## src/rtl/pipeline_stage_3.sv

```systemverilog
// pipeline_stage_3 -- EX stage of a 5-stage MIPS-style pipeline.
//
// Purpose: selects forwarded operands, runs the ALU, and registers the
// EX/MEM pipeline word. It also owns the HI/LO registers, written by a
// single-cycle multiply or by a 32-step restoring divider. The divider
// holds the front of the pipe through Div_Stall while it runs.
//
// Ports:
//   clk, rst                  clock, asynchronous active-high reset
//   IDEX_EX/M/WB              control words from ID/EX
//   IDEX_SA/TA/DA             source, target and destination register addresses
//   IDEX_SE/PC/S/T            sign-extended immediate, PC, S and T operands
//   WB_Data/WB_Addr/WB_D_EN   MEM/WB write-back bus (forwarding source)
//   Flush                     kill the EX contents
//   EXMEM_M/WB/ALU/T/DA/Flags EX/MEM pipeline register ({Z,N,C,V} flags)
//   HI, LO                    multiply/divide result registers
//   Div_Stall                 freeze PC and IF/ID, bubble ID/EX
//   div_state_o               divider FSM state (0 = IDLE, 1 = DIV)
//
// Handshake: there is no valid/ready pair here. Div_Stall is the only
// flow control. While it is high the upstream stages hold. The ID/EX word
// presented during a stall is ignored, except in the first cycle of a
// divide, when that word is the divide being accepted.
module pipeline_stage_3 (
  input  logic        clk,
  input  logic        rst,
  input  logic [15:0] IDEX_EX,
  input  logic [15:0] IDEX_M,
  input  logic [3:0]  IDEX_WB,
  input  logic [4:0]  IDEX_SA,
  input  logic [4:0]  IDEX_TA,
  input  logic [4:0]  IDEX_DA,
  input  logic [31:0] IDEX_SE,
  input  logic [31:0] IDEX_PC,
  input  logic [31:0] IDEX_S,
  input  logic [31:0] IDEX_T,
  input  logic [31:0] WB_Data,
  input  logic [4:0]  WB_Addr,
  input  logic        WB_D_EN,
  input  logic        Flush,
  output logic [15:0] EXMEM_M,
  output logic [3:0]  EXMEM_WB,
  output logic [31:0] EXMEM_ALU,
  output logic [31:0] EXMEM_T,
  output logic [4:0]  EXMEM_DA,
  output logic [3:0]  EXMEM_Flags,
  output logic [31:0] HI,
  output logic [31:0] LO,
  output logic        Div_Stall,
  output logic        div_state_o
);

  typedef enum logic {S_IDLE = 1'b0, S_DIV = 1'b1} div_state_t;

  // Control decode
  logic [4:0] alu_op;
  logic       b_sel, is_mul, is_div, is_signed, is_link;
  logic [1:0] dest_sel;
  logic       unused_ex_hi;

  assign alu_op    = IDEX_EX[4:0];
  assign b_sel     = IDEX_EX[5];
  assign dest_sel  = IDEX_EX[7:6];
  assign is_mul    = IDEX_EX[8];
  assign is_div    = IDEX_EX[9];
  assign is_signed = IDEX_EX[10];
  assign is_link   = IDEX_EX[11];
  assign unused_ex_hi = ^IDEX_EX[15:12];

  // Registers
  div_state_t state_q;
  logic [4:0]  cnt_q;
  logic [15:0] exmem_m_q;
  logic [3:0]  exmem_wb_q;
  logic [31:0] exmem_alu_q, exmem_t_q;
  logic [4:0]  exmem_da_q;
  logic [3:0]  exmem_flags_q;
  logic [31:0] hi_q, lo_q;
  // Divider working set
  logic [31:0] quo_q, rem_q, dvsr_q;
  logic        neg_quo_q, neg_rem_q, div_zero_q;
  logic [15:0] div_m_q;
  logic [3:0]  div_wb_q;
  logic [4:0]  div_da_q;

  // Forwarding: EX/MEM wins over MEM/WB. Register 0 is never forwarded.
  logic [31:0] fwd_a, fwd_t;
  always_comb begin
    fwd_a = IDEX_S;
    if (EXMEM_WB[0] && (EXMEM_DA != 5'd0) && (EXMEM_DA == IDEX_SA))
      fwd_a = EXMEM_ALU;
    else if (WB_D_EN && (WB_Addr != 5'd0) && (WB_Addr == IDEX_SA))
      fwd_a = WB_Data;
    fwd_t = IDEX_T;
    if (EXMEM_WB[0] && (EXMEM_DA != 5'd0) && (EXMEM_DA == IDEX_TA))
      fwd_t = EXMEM_ALU;
    else if (WB_D_EN && (WB_Addr != 5'd0) && (WB_Addr == IDEX_TA))
      fwd_t = WB_Data;
  end

  logic [31:0] op_b;
  logic [4:0]  shamt;
  assign op_b  = b_sel ? IDEX_SE : fwd_t;
  assign shamt = IDEX_SE[10:6];

  // ALU
  logic [32:0] add_full, sub_full;
  logic [31:0] alu_res;
  logic        c_flag, v_flag;
  assign add_full = {1'b0, fwd_a} + {1'b0, op_b};
  // Bit 32 of the 33-bit difference is set exactly when a borrow occurs.
  assign sub_full = {1'b0, fwd_a} - {1'b0, op_b};

  always_comb begin
    alu_res = fwd_a;
    c_flag  = 1'b0;
    v_flag  = 1'b0;
    case (alu_op)
      5'd0: begin
        alu_res = add_full[31:0];
        c_flag  = add_full[32];
        v_flag  = (fwd_a[31] == op_b[31]) && (add_full[31] != fwd_a[31]);
      end
      5'd1: begin
        alu_res = sub_full[31:0];
        c_flag  = sub_full[32];
        v_flag  = (fwd_a[31] != op_b[31]) && (sub_full[31] != fwd_a[31]);
      end
      5'd2:  alu_res = fwd_a & op_b;
      5'd3:  alu_res = fwd_a | op_b;
      5'd4:  alu_res = fwd_a ^ op_b;
      5'd5:  alu_res = ~(fwd_a | op_b);
      5'd6:  alu_res = {31'd0, $signed(fwd_a) < $signed(op_b)};
      5'd7:  alu_res = {31'd0, fwd_a < op_b};
      5'd8:  alu_res = op_b << shamt;
      5'd9:  alu_res = op_b >> shamt;
      5'd10: alu_res = $signed(op_b) >>> shamt;
      5'd11: alu_res = {op_b[15:0], 16'h0000};
      5'd12: alu_res = hi_q;
      5'd13: alu_res = lo_q;
      default: alu_res = fwd_a;
    endcase
  end

  // Link overrides the ALU with the PC. Carry and overflow belong to the
  // ALU add/sub only, so they are cleared for a link.
  logic [31:0] result;
  logic [3:0]  flags;
  assign result = is_link ? IDEX_PC : alu_res;
  assign flags  = {result == 32'd0, result[31],
                   c_flag & ~is_link, v_flag & ~is_link};

  logic [4:0] dest_addr;
  always_comb begin
    case (dest_sel)
      2'b00:   dest_addr = IDEX_DA;
      2'b01:   dest_addr = IDEX_TA;
      2'b10:   dest_addr = 5'd31;
      default: dest_addr = 5'd29;
    endcase
  end

  // Multiply: operands are extended to 64 bits, so one multiplier serves
  // both the signed and the unsigned case.
  logic [63:0] prod;
  logic [63:0] ext_a, ext_t;
  assign ext_a = {{32{is_signed & fwd_a[31]}}, fwd_a};
  assign ext_t = {{32{is_signed & fwd_t[31]}}, fwd_t};
  assign prod  = ext_a * ext_t;

  // Divider setup: magnitudes and sign flags for the operand pair
  logic        a_neg, b_neg;
  logic [31:0] a_mag, b_mag;
  assign a_neg = is_signed & fwd_a[31];
  assign b_neg = is_signed & fwd_t[31];
  assign a_mag = a_neg ? -fwd_a : fwd_a;
  assign b_mag = b_neg ? -fwd_t : fwd_t;

  // One restoring step. The dividend shifts out of quo_q from the MSB
  // while quotient bits shift in at the LSB.
  logic [32:0] rem_sh;
  logic        rem_ge;
  logic [31:0] rem_nx, quo_nx, quo_fin, rem_fin;
  assign rem_sh  = {rem_q, quo_q[31]};
  assign rem_ge  = rem_sh >= {1'b0, dvsr_q};
  // When the subtract happens the difference is below the divisor, so the
  // low 32 bits hold all of it.
  assign rem_nx  = rem_ge ? (rem_sh[31:0] - dvsr_q) : rem_sh[31:0];
  assign quo_nx  = {quo_q[30:0], rem_ge};
  assign quo_fin = div_zero_q ? 32'hFFFF_FFFF : (neg_quo_q ? -quo_nx : quo_nx);
  assign rem_fin = neg_rem_q ? -rem_nx : rem_nx;

  assign Div_Stall = (state_q == S_DIV) | ((state_q == S_IDLE) & is_div & ~Flush);

  always_ff @(posedge clk or posedge rst) begin
    if (rst) begin
      state_q       <= S_IDLE;
      cnt_q         <= 5'd0;
      exmem_m_q     <= 16'd0;
      exmem_wb_q    <= 4'd0;
      exmem_alu_q   <= 32'd0;
      exmem_t_q     <= 32'd0;
      exmem_da_q    <= 5'd0;
      exmem_flags_q <= 4'd0;
      hi_q          <= 32'd0;
      lo_q          <= 32'd0;
      quo_q         <= 32'd0;
      rem_q         <= 32'd0;
      dvsr_q        <= 32'd0;
      neg_quo_q     <= 1'b0;
      neg_rem_q     <= 1'b0;
      div_zero_q    <= 1'b0;
      div_m_q       <= 16'd0;
      div_wb_q      <= 4'd0;
      div_da_q      <= 5'd0;
    end else begin
      // EX/MEM defaults to a bubble. Only the normal-issue and
      // divide-done paths load it.
      exmem_m_q     <= 16'd0;
      exmem_wb_q    <= 4'd0;
      exmem_alu_q   <= 32'd0;
      exmem_t_q     <= 32'd0;
      exmem_da_q    <= 5'd0;
      exmem_flags_q <= 4'd0;
      case (state_q)
        S_IDLE: begin
          if (!Flush && is_div) begin
            quo_q      <= a_mag;
            rem_q      <= 32'd0;
            dvsr_q     <= b_mag;
            neg_quo_q  <= a_neg ^ b_neg;
            neg_rem_q  <= a_neg;
            div_zero_q <= (fwd_t == 32'd0);
            div_m_q    <= IDEX_M;
            div_wb_q   <= IDEX_WB;
            div_da_q   <= dest_addr;
            cnt_q      <= 5'd0;
            state_q    <= S_DIV;
          end else if (!Flush) begin
            exmem_m_q     <= IDEX_M;
            exmem_wb_q    <= IDEX_WB;
            exmem_alu_q   <= result;
            exmem_t_q     <= fwd_t;
            exmem_da_q    <= dest_addr;
            exmem_flags_q <= flags;
            if (is_mul) begin
              hi_q <= prod[63:32];
              lo_q <= prod[31:0];
            end
          end
        end
        S_DIV: begin
          if (Flush) begin
            state_q <= S_IDLE;
            cnt_q   <= 5'd0;
          end else begin
            quo_q <= quo_nx;
            rem_q <= rem_nx;
            cnt_q <= cnt_q + 5'd1;
            if (cnt_q == 5'd31) begin
              lo_q       <= quo_fin;
              hi_q       <= rem_fin;
              exmem_m_q  <= div_m_q;
              exmem_wb_q <= div_wb_q;
              exmem_da_q <= div_da_q;
              cnt_q      <= 5'd0;
              state_q    <= S_IDLE;
            end
          end
        end
        default: state_q <= S_IDLE;
      endcase
    end
  end

  assign EXMEM_M     = exmem_m_q;
  assign EXMEM_WB    = exmem_wb_q;
  assign EXMEM_ALU   = exmem_alu_q;
  assign EXMEM_T     = exmem_t_q;
  assign EXMEM_DA    = exmem_da_q;
  assign EXMEM_Flags = exmem_flags_q;
  assign HI          = hi_q;
  assign LO          = lo_q;
  assign div_state_o = state_q;

endmodule

```

## config.mk

```make
export PLATFORM = sky130hd
export DESIGN_NAME = pipeline_stage_3
export DESIGN_NICKNAME = d
export VERILOG_FILES = /design/src/rtl/pipeline_stage_3.sv
export SDC_FILE = /design/constraint.sdc
export NUM_CORES = 2
export LEC_CHECK = 0
export ABC_AREA = 1
export BUFFER_PORTS_ARGS = -buffer_cell sky130_fd_sc_hd__clkbuf_2
export CORE_UTILIZATION = 40
export DETAILED_ROUTE_END_ITERATION = 7
export PLACE_DENSITY_LB_ADDON = 0.12
export SYNTH_ARGS = -nofsm -noshare
export SYNTH_HDL_FRONTEND = slang
export SYNTH_SLANG_ARGS = --single-unit
```

## constraint.sdc

```tcl
create_clock -name clk -period 20.1 [get_ports clk]
set_clock_uncertainty 0.15 [all_clocks]
set_input_delay 4.02 -clock clk [delete_from_list [all_inputs] [get_ports clk]]
set_output_delay 4.02 -clock clk [all_outputs]
set_load 0.03 [all_outputs]
```

==> impl_metrics.json <==
{
  "outcome": "finished clean",
  "final_core_util_pct": 43.9,
  "layout_common_cells": "1874 x nand2_1, 1650 x inv_1, 1128 x fa_1, 804 x nor2_1, 506 x nand3_1",
  "port_buffers": 374,
  "cap_violations": 0,
  "slew-limit-headroom_pct": 15.1,
  "dr.pass1.iters": 6,
  "layout.cells.non_filler": 11200,
  "cts_buffers": 40,
  "worstMarginPinSlew_ps": 1270,
  "gp_congestion": 1.04,
  "htreeDepth": 2,
  "synth_edf_count": 0,
  "fmax_ghz": 0.0634,
  "finalSetupViolCount": 0,
  "ctsHoldBuffers": 0,
  "synth_cell_types": 80,
  "dieArea_um2": 167000,
  "top_usage_layer": "met2",
  "yosysSeqAreaShare_pct": 10.8,
  "final_common_cell": "nand2_1",
  "avgSynthCellArea_um2": 7.43,
  "grt_pass1_wl_um": 471000,
  "place_inst": 11200,
  "rows": 148,
  "slowest_stage": "fa_1",
  "grtUsageMet3_pct": 6.66,
  "synth_warnings": 0,
  "end_kind": "register",
  "core_um2": 163000,
  "start_util_pct": 40.4,
  "arrival_ps": 16130,
  "grt_pass1_vias": 64200,
  "min_period_over_period_pct": 78.5,
  "slowest_delay_ps": 1120,
  "nets": 10700,
  "cpMostUsedCell": "fa_1",
  "syn-num-nets": 10600,
  "synth_ff_type": "dfrtp_1",
  "clkTransAtPathRegs_ps": 60,
  "hold_class": "register to register",
  "wirelength_um": 334000,
  "dieWidth_um": 408,
  "clk_path_buf_depth": 3,
  "critical_path_buf_inv_count": 12,
  "num_vias": 64600,
  "rsz0062_at_grt": "no",
  "worstPathMaxFanout": 34,
  "drive_gt1_share_pct": 9.05,
  "ys_ff_latch": 286,
  "clock_sinks": 286,
  "netlist_area_um2": 66000,
  "hold_viol": 0,
  "drc": 0,
  "die_y_um": 408,
  "crit_type": "primary input to register",
  "wl_per_cell_um": 29.7,
  "grt_max_degree": 109,
  "hold_slack_ps": 331,
  "grt_remaining_overflow": 0,
  "cts_tree": "done",
  "vias_per_cell": 5.75,
  "start_kind": "primary input",
  "grt_antenna_before_repair": 14,
  "synthCells": 8884,
  "ctsRootBufferMaster": "clkbuf_16",
  "drv_slew": 0,
  "post_cts_resized": 0,
  "synthArstFlopShare_pct": 100,
  "crit_family": "adder cells",
  "pin_count": 379,
  "fin_tns_setup_ps": 0,
  "post-cts-setup-buffers": 0,
  "dp_hpwl_um": 263000,
  "drtIter0Drc": 7350,
  "ant_nets": 0,
  "grt_use_met2_pct": 60.8,
  "track_usage_pct": 39.7,
  "area_delta_synth_final_pct": 8.68,
  "critPathRequiredTime_ps": 20450,
  "clk_latency_ps": 690,
  "use_met1_pct": 51.2,
  "period_needed_ps": 15780
}
[flip-flops by register name (all words and copies together), names as in the netlist, 5 cells and up]
name and cells:
EXMEM_DA 5, rem_q 32, div_da_q 5, dvsr_q 32
cnt_q 5, quo_q 32, HI 32, LO 32
div_m_q 16, EXMEM_M 16, EXMEM_ALU 31, EXMEM_T 32
[metrics by stage]
| stage | setup WS, ps | instance area [um2] |
|---|---|---|
| detailed placement | 3850 | 70300 |
| floorplan | 7390 | 66000 |
| global route | 3970 | 71700 |
| CTS | 4510 | 71700 |
| finish | 4320 | 71700 |
| global placement | 3840 | 70300 |
[worst reg2reg max path, delay by kind of cell (launching register included)]
kind,cells,cell delay (ps)
AOI/OAI and AO/OA,9,2330
xor gates and xnor gates,1,200
buffers and inverters,8,2560
and+or+nand+nor,8,1040
adders and majority gates,9,5440
DFF,1,470
[worst paths after layout]
kind,from,end,slack [ps],cells after the start
min in group asynchronous,rst,EXMEM_M[5]$_DFF_PP0_,3360,2
setup / recovery,WB_Addr[1],HI[29]$_DFFE_PP0P_,4320,40
setup reg to reg,EXMEM_DA[3]$_DFF_PP0_,HI[29]$_DFFE_PP0P_,7790,35
max in group asynchronous,rst,rem_q[14]$_DFFE_PP0P_,14840,3
hold / removal,div_m_q[9]$_DFFE_PP0P_,div_m_q[9]$_DFFE_PP0P_,330,2
hold reg to reg,div_m_q[9]$_DFFE_PP0P_,div_m_q[9]$_DFFE_PP0P_,330,2
[logic make-up (layout without fill, tap and decap cells)]
kind of cell               count (synthesis)  count (layout)  share of synthesized area [%]
and+or+nand+nor                         3470            3470                           22.0
AOI/OAI and AO/OA                       1377            1377                           12.2
other                                      0               6                              0
adders and majority gates               1474            1474                           40.8
buffers and inverters                   2162            2345                           12.6
xor gates and xnor gates                 115             115                           1.53
DFF                                      286             286                           10.8
[cells in the mapped netlist, types with 20 or more instances]
library cell	n	area share [%]
inv_2	27	0.15
buf_1	77	0.44
nand3_1	507	3.8
nand2_1	1874	11
or2_2	21	0.20
nand4_1	82	0.78
o221ai_1	32	0.42
xor2_1	68	0.90
xnor2_1	47	0.62
nor2_1	813	4.6
a31oi_1	37	0.35
ha_1	346	6.6
fa_1	1128	34
o21ai_1	71	0.54
nand2_2	24	0.23
clkinv_1	25	0.14
o21ai_2	21	0.28
buf_2	47	0.36
a32o_1	22	0.33
o21a_1	48	0.55
o211ai_1	42	0.48
a221oi_1	26	0.35
nor4_1	20	0.19
a21oi_1	416	3.2
inv_1	1659	9.4
o22ai_1	33	0.31
dfrtp_1	286	11
o2111ai_1	22	0.29
nor3_1	51	0.39
clkbuf_1	308	1.8
o21ai_0	491	3.7
[routing by layer]
| metal | part of all wire, % | vias to the layer above | wire length, um |
|---|---|---|---|
| li1 | - | 27900 | - |
| met1 | 39 | 32500 | 130000 |
| met2 | 44 | 3455 | 147000 |
| met3 | 8.8 | 737 | 29500 |
| met4 | 8.4 | 6 | 27900 |
| met5 | 0.012 | - | 39 |
[area by class of cell]
class / count / area, um2
Antenna cell: 6 / 15.0
Clock buffer: 57 / 1170
Clock inverter: 16 / 218
Fill cell: 17200 / 91600
Inverter: 1712 / 6440
Multi-Input combinational cell: 6436 / 50700
Sequential cell: 286 / 7160
Tap cell: 2175 / 2720
Timing Repair Buffer: 560 / 3270
Power is not shown: default switching activity piles up to over one toggle a cycle in this logic, so the estimate is an artifact.
